`src/rtl/uart_pkg.sv`:
```
// Shared constants, FSM encodings and the baud divider helper for the 16x UART receiver.
package uart_pkg;

  localparam int UART_DATA_W = 8;

  localparam logic [2:0] IDLE      = 3'd0;
  localparam logic [2:0] START     = 3'd1;
  localparam logic [2:0] DATA      = 3'd2;
  localparam logic [2:0] PARITY    = 3'd3;
  localparam logic [2:0] STOP      = 3'd4;
  localparam logic [2:0] WAIT_IDLE = 3'd5;

  typedef struct packed {
    logic [UART_DATA_W-1:0] data;
    logic                   valid;
    logic                   frame_err;
    logic                   brk;
  } rx_rsp_t;

  function automatic int uart_div(input int clk_freq, input int baud, input int os);
    int d;
    d = clk_freq / (baud * os);
    if (d < 1) d = 1;
    return d;
  endfunction

endpackage

```
`src/rtl/uart_rx_os16_if.sv`:
```
// Receive-side result bus of uart_rx_os16; o_parity_err exists only with UART_RX_PARITY_EN.
interface uart_rx_os16_if;
  import uart_pkg::*;

  logic [UART_DATA_W-1:0] o_data;
  logic                   o_valid;
  logic                   o_frame_err;
  logic                   o_break;
  logic                   o_busy;
`ifdef UART_RX_PARITY_EN
  logic                   o_parity_err;
`endif

  modport master (
    output o_data, o_valid, o_frame_err, o_break, o_busy
`ifdef UART_RX_PARITY_EN
    , output o_parity_err
`endif
  );

  modport slave (
    input o_data, o_valid, o_frame_err, o_break, o_busy
`ifdef UART_RX_PARITY_EN
    , input o_parity_err
`endif
  );

endinterface

```
`src/rtl/uart_os_tick_gen.sv`:
```
// Oversample tick divider: counts 0..DIV-1, pulses at DIV-1, synchronous clear re-phases it.
module uart_os_tick_gen #(
  parameter int DIV = 1
) (
  input  logic clk,
  input  logic rst_n,
  input  logic clr,
  output logic tick
);

  localparam int CW = (DIV > 1) ? $clog2(DIV) : 1;
  localparam logic [CW-1:0] LAST = CW'(DIV - 1);

  logic [CW-1:0] cnt_q, cnt_d;

  always_comb begin
    cnt_d = cnt_q + 1'b1;
    if (clr || cnt_q == LAST) cnt_d = '0;
  end

  always_ff @(posedge clk or negedge rst_n) begin
    if (!rst_n) cnt_q <= '0;
    else        cnt_q <= cnt_d;
  end

  assign tick = (cnt_q == LAST);

endmodule

```
`src/rtl/uart_rx_os16.sv`:
```
// 16x oversampling 8N1 UART receiver with majority vote, framing and break detection.
// Optional even/odd parity bit when UART_RX_PARITY_EN is defined.
module uart_rx_os16
  import uart_pkg::*;
#(
  parameter int CLK_FREQ   = 12000000,
  parameter int BAUD_RATE  = 9600,
  parameter int OVERSAMPLE = 16,
  parameter int PARITY_ODD = 0
) (
  input  logic           clk,
  input  logic           rst_n,
  input  logic           i_rx,
  uart_rx_os16_if.master rx_if
);

  localparam int DIV = uart_div(CLK_FREQ, BAUD_RATE, OVERSAMPLE);
  localparam int OSW = $clog2(OVERSAMPLE);
  localparam int M   = OVERSAMPLE / 2;

  logic [1:0]             sync_q, sync_d;
  logic                   rx_prev_q, rx_s;
  logic [2:0]             state_q, state_d;
  logic [OSW-1:0]         os_cnt_q, os_cnt_d;
  logic [2:0]             bit_cnt_q, bit_cnt_d;
  logic [UART_DATA_W-1:0] shreg_q, shreg_d;
  logic [1:0]             v_q, v_d;
  logic                   idle_ok_q, idle_ok_d;
  rx_rsp_t                rsp_q, rsp_d;
  logic                   tick, clr, decide, vote;
`ifdef UART_RX_PARITY_EN
  logic                   par_q, par_d, perr_q, perr_d;
`endif

  uart_os_tick_gen #(.DIV(DIV)) u_tick (
    .clk   (clk),
    .rst_n (rst_n),
    .clr   (clr),
    .tick  (tick)
  );

  assign rx_s   = sync_q[1];
  assign sync_d = {sync_q[0], i_rx};
  assign decide = tick && (os_cnt_q == OSW'(M + 1));
  assign vote   = (v_q[0] & v_q[1]) | (v_q[0] & rx_s) | (v_q[1] & rx_s);

  always_comb begin
    state_d   = state_q;
    bit_cnt_d = bit_cnt_q;
    shreg_d   = shreg_q;
    v_d       = v_q;
    idle_ok_d = idle_ok_q;
    clr       = 1'b0;
    rsp_d           = rsp_q;
    rsp_d.valid     = 1'b0;
    rsp_d.frame_err = 1'b0;
    rsp_d.brk       = 1'b0;
`ifdef UART_RX_PARITY_EN
    par_d  = par_q;
    perr_d = 1'b0;
`endif
    os_cnt_d = tick ? os_cnt_q + 1'b1 : os_cnt_q;
    if (tick && os_cnt_q == OSW'(M - 1)) v_d[0] = rx_s;
    if (tick && os_cnt_q == OSW'(M))     v_d[1] = rx_s;

    case (state_q)
      IDLE: if (rx_prev_q && !rx_s) begin
        // Re-phase tick and oversample counters to the start edge.
        clr      = 1'b1;
        os_cnt_d = '0;
        state_d  = START;
      end
      START: if (decide) begin
        state_d   = vote ? IDLE : DATA;
        bit_cnt_d = '0;
      end
      DATA: if (decide) begin
        shreg_d   = {vote, shreg_q[UART_DATA_W-1:1]};
        bit_cnt_d = bit_cnt_q + 1'b1;
`ifdef UART_RX_PARITY_EN
        if (bit_cnt_q == 3'd7) state_d = PARITY;
`else
        if (bit_cnt_q == 3'd7) state_d = STOP;
`endif
      end
`ifdef UART_RX_PARITY_EN
      PARITY: if (decide) begin
        par_d   = vote;
        state_d = STOP;
      end
`endif
      STOP: if (decide) begin
        if (vote) begin
          rsp_d.data  = shreg_q;
          rsp_d.valid = 1'b1;
`ifdef UART_RX_PARITY_EN
          perr_d = par_q != ((^shreg_q) ^ PARITY_ODD[0]);
`endif
          state_d = IDLE;
        end else begin
          rsp_d.frame_err = 1'b1;
`ifdef UART_RX_PARITY_EN
          rsp_d.brk = (shreg_q == '0) && !par_q;
`else
          rsp_d.brk = (shreg_q == '0);
`endif
          idle_ok_d = 1'b0;
          state_d   = WAIT_IDLE;
        end
      end
      WAIT_IDLE: begin
        // Leave only after the line stayed high across a whole tick interval.
        if (!rx_s) idle_ok_d = 1'b0;
        else if (tick) begin
          if (idle_ok_q) state_d = IDLE;
          idle_ok_d = 1'b1;
        end
      end
      default: state_d = IDLE;
    endcase
  end

  always_ff @(posedge clk or negedge rst_n) begin
    if (!rst_n) begin
      sync_q    <= 2'b11;
      rx_prev_q <= 1'b1;
      state_q   <= IDLE;
      os_cnt_q  <= '0;
      bit_cnt_q <= '0;
      shreg_q   <= '0;
      v_q       <= '0;
      idle_ok_q <= 1'b0;
      rsp_q     <= '0;
`ifdef UART_RX_PARITY_EN
      par_q     <= 1'b0;
      perr_q    <= 1'b0;
`endif
    end else begin
      sync_q    <= sync_d;
      rx_prev_q <= rx_s;
      state_q   <= state_d;
      os_cnt_q  <= os_cnt_d;
      bit_cnt_q <= bit_cnt_d;
      shreg_q   <= shreg_d;
      v_q       <= v_d;
      idle_ok_q <= idle_ok_d;
      rsp_q     <= rsp_d;
`ifdef UART_RX_PARITY_EN
      par_q     <= par_d;
      perr_q    <= perr_d;
`endif
    end
  end

  assign rx_if.o_data      = rsp_q.data;
  assign rx_if.o_valid     = rsp_q.valid;
  assign rx_if.o_frame_err = rsp_q.frame_err;
  assign rx_if.o_break     = rsp_q.brk;
  assign rx_if.o_busy      = (state_q != IDLE);
`ifdef UART_RX_PARITY_EN
  assign rx_if.o_parity_err = perr_q;
`endif

endmodule

```
`src/flat_wrapper.sv`:
```
// flat-port wrapper written by rule: the top's interface ports become plain ports
module uart_rx_os16_flat import uart_pkg::*;
#(
  parameter int CLK_FREQ   = 12000000,
  parameter int BAUD_RATE  = 9600,
  parameter int OVERSAMPLE = 16,
  parameter int PARITY_ODD = 0
)
  (clk, rst_n, i_rx, rx_if_o_data, rx_if_o_valid, rx_if_o_frame_err, rx_if_o_break, rx_if_o_busy);
  uart_rx_os16_if rx_if_i ();
  input  logic clk;
  input  logic rst_n;
  input  logic i_rx;
  output wire logic [$bits(rx_if_i.o_data)-1:0] rx_if_o_data;
  output wire logic [$bits(rx_if_i.o_valid)-1:0] rx_if_o_valid;
  output wire logic [$bits(rx_if_i.o_frame_err)-1:0] rx_if_o_frame_err;
  output wire logic [$bits(rx_if_i.o_break)-1:0] rx_if_o_break;
  output wire logic [$bits(rx_if_i.o_busy)-1:0] rx_if_o_busy;
  assign rx_if_o_data = rx_if_i.o_data;
  assign rx_if_o_valid = rx_if_i.o_valid;
  assign rx_if_o_frame_err = rx_if_i.o_frame_err;
  assign rx_if_o_break = rx_if_i.o_break;
  assign rx_if_o_busy = rx_if_i.o_busy;
  uart_rx_os16 #(.CLK_FREQ(CLK_FREQ), .BAUD_RATE(BAUD_RATE), .OVERSAMPLE(OVERSAMPLE), .PARITY_ODD(PARITY_ODD)) u_core (.clk(clk), .rst_n(rst_n), .i_rx(i_rx), .rx_if(rx_if_i));
endmodule
```
`config.mk`:
```
export PLATFORM = sky130hd
export DESIGN_NAME = uart_rx_os16_flat
export DESIGN_NICKNAME = d
export VERILOG_FILES = /design/src/rtl/uart_pkg.sv /design/src/rtl/uart_rx_os16_if.sv /design/src/rtl/uart_os_tick_gen.sv /design/src/rtl/uart_rx_os16.sv /design/src/flat_wrapper.sv
export SDC_FILE = /design/constraint.sdc
export NUM_CORES = 1
export LEC_CHECK = 0
export CAP_MARGIN = 20
export CORE_MARGIN = 1.5
export CORE_UTILIZATION = 55
export DETAILED_ROUTE_END_ITERATION = 7
export PLACE_DENSITY = 0.76
export RECOVER_POWER = 100
export SETUP_SLACK_MARGIN = 0.4
export SYNTH_ARGS = -nofsm -noshare
export SYNTH_HDL_FRONTEND = slang
export SYNTH_SLANG_ARGS = --single-unit
```
`constraint.sdc`:
```
create_clock -name clk -period 2.65 [get_ports clk]
set_input_delay 0.53 -clock clk [delete_from_list [all_inputs] [get_ports clk]]
set_output_delay 0.53 -clock clk [all_outputs]
set_load 0.02 [all_outputs]
```
==> out/results.tsv <==
metric	value	unit
CTS Buf Count	5	
post-synthesis sequential area ratio	0.530	
distinct cell type count of the synthesized netlist	47	
Synth area leaders	dfrtp_1, mux2_4, mux2_1	
number of global-route vias before repair	1313	
routability congestion estimate	0.902	
Max Root-Sink Buffers	2	
DP Worst Slack	0.674	ns
Syn. warnings	0	
first-pass GRT wire length	6.11	mm
WP data required	2.12	ns
Filler cells	276	
CP endpoint kind	output port	
P_sw	0.000370	W
DIE AREA	3990	sq um
std cell rows	21	
area occupied by multi-input gates	827	sq um
Fmax	442	MHz
Design Power	0.00136	W
total gr overflow	0	
worst path cell trace	nor2_2 -> nand2_1 -> dlygate4sd3_1	
combinational share of power	0.141	
crit-path max FO	7	
nets	191	
Clock H-tree levels	2	
ys async rst share	1.00	
Worst Skew	0.00739	ns
arrival time at the worst endpoint	1.73	ns
Int Pwr	0.000986	W
setup violators final	0	
Worst setup SP type	register	
syn_area_per_cell	12.2	sq um
DRC violations left	0	
Pwr Density	619	nW/um^2
Max stage delay on crit path	0.65	ns
Design Area, Final	2190	sq um
total track usage	0.195	
total number of vias	1300	
final worst-path cycle share	0.854	
Sw Ratio	0.273	
most used flip-flop cell after synthesis	dfrtp_1	
share of layout cells above drive strength 1	0.0989	
DP HPWL	2.47	mm
Die Span Y	63.1	microns
sum of negative setup slack	0	ns
Register Area	1060	sq um
antenna violations before repair	0	
class of the worst hold path	in -> async	
Period minus WS final	2.26	ns
Yosys top cell area share	0.491	
cts hold-fix bufs	0	
Fin. Hold Viols	0	
IO Count	15	
number of port buffers	14	
Syn Inst Count	163	
Skew-Pair Late Insertion Delay	0.34	ns
Leak	1.10	nW
CP max-delay cell	dlygate4sd3_1	
clock root buffer	clkbuf_4	
Final Max Slew Viols	0	
WS Path Type	reg -> out	
Final ANT Viol Nets	0	
Crit path max-delay family	buffers and inverters	
mapped cell area	1990	sq um
cell accounting for the most synthesized area	dfrtp_1	
EDFF count, synth	0	
commonest cells after routing, fill and taps aside	dfrtp_1, mux2_1, nor2_1, dlygate4sd3_1, nand2_1	
Initial Utilization	0.582	
Yosys reg bits	42	
Peak VDD IR	354	uV
DRT Wirelength	3.51	mm
sequential fraction of design power	0.566	
RSZ-0062 raised after global routing	false	
largest net degree at the start of global routing	43	
Via density	5.70	
Clk pwr share	0.293	
DR WL/cell	15.4	microns
Maximum Capacitance Violations	0	
Worst Path Buf+Inv	1	
run status	completed	
Syn-to-layout area delta	10.1	%
Iter 0 DRT Violations	100	
commonest non-fill, non-tap cell in the layout	dfrtp_1	
PnR worst setup slack	0.387	ns
TritonRoute pass-1 iters	4	
CTS tree	done	
area of the core	3420	sq um
syn nets	173	
CTS Sinks	42	
Worst slew margin	0.418	
Worst-Margin Slew	0.873	ns
Die Wd	63.1	microns
Placed Area	2150	sq um
Reg clk slew, reported paths	0.12	ns
ANT cells	0	
[power by group through the flow]
stage               clock (W)  combinational (W)  sequential, W
global route         0.000434           0.000216       0.000776
detailed placement          0           0.000198       0.000777
floorplan                   0           0.000158       0.000752
CTS                  0.000413           0.000202       0.000764
global placement            0           0.000187       0.000769
finish               0.000397           0.000192       0.000767
[synth_stat cells, drive strengths merged, types with 4 or more instances]
cell type,number
and3,7
xor2,4
nand3,9
ha,7
nand2,9
inv,6
nor2,14
mux2,18
dfrtp,39
xnor2,4
[cell families after synthesis]
logic type	count (synthesis)	synth area share
flip-flops	42	0.530
AND/OR/NAND/NOR	60	0.189
multiplexers	18	0.117
buffers and inverters	11	0.0252
XOR/XNOR	8	0.0352
AO/OA/AOI/OAI	16	0.0541
adder cells (fa/ha/maj)	8	0.0491
[timing repair]
item,CTS,global route
hold endpoints to repair,0,0
buffers inserted,0,2
resized for setup,2,2
setup endpoints to repair,1,1
[final timing paths]
kind	start	endpoint	depth (start not counted)	slack, ns
setup / recovery	u_core.state_q[1]	rx_if_o_busy	3	0.39
hold / removal	rst_n	u_core.bit_cnt_q[0]	1	0.28
setup reg to reg	u_core.state_q[1]	u_core.u_tick.cnt_q[2]	5	0.42
hold reg to reg	u_core.sync_q[0]	u_core.sync_q[1]	0	0.38
max in group asynchronous	rst_n	u_core.state_q[2]	1	1.76
min in group clk	u_core.sync_q[0]	u_core.sync_q[1]	0	0.38
[layout make-up]
| class | instances | share of cell area |
|---|---|---|
| clock inverter | 2 | 0.0171 |
| inverter | 6 | 0.0103 |
| sequential | 42 | 0.483 |
| timing repair buffer | 16 | 0.0669 |
| multi-input combinational | 110 | 0.378 |
| clock buffer | 6 | 0.0189 |
| tap | 46 | 0.0263 |
[through the flow]
step	utilization	std cells	hold WS, ns
2_1_floorplan	-	163	0.234
3_3_place_gp	0.631	218	0.350
3_5_place_dp	0.631	218	0.351
4_1_cts	0.655	226	0.311
5_1_grt	0.641	228	0.370
6_report	0.641	228	0.282
[worst reg2reg max path: cells and delay by family, from the launching register on]
family,cells,cell delay (ns)
buffers and inverters,1,0.18
flip-flops,1,0.47
AND/OR/NAND/NOR,4,1.47
[routing by layer]
layer	up-vias	track usage	wire length [microns]
met5	-	0	0
li1	614	-	-
met2	34	0.311	1680
met3	8	0.0446	160
met1	644	0.265	1630
met4	0	0.0639	43
[flip-flops by register name, indices dropped and copies added (netlist names), 2 cells and up]
name and count:
u_core.bit_cnt_q 3, u_core.os_cnt_q 4, u_core.rx_if.o_data 8, u_core.shreg_q 8, u_core.state_q 3, u_core.sync_q 2
u_core.u_tick.cnt_q 7, u_core.v_q 2
Power figures use the tool's default switching activity.
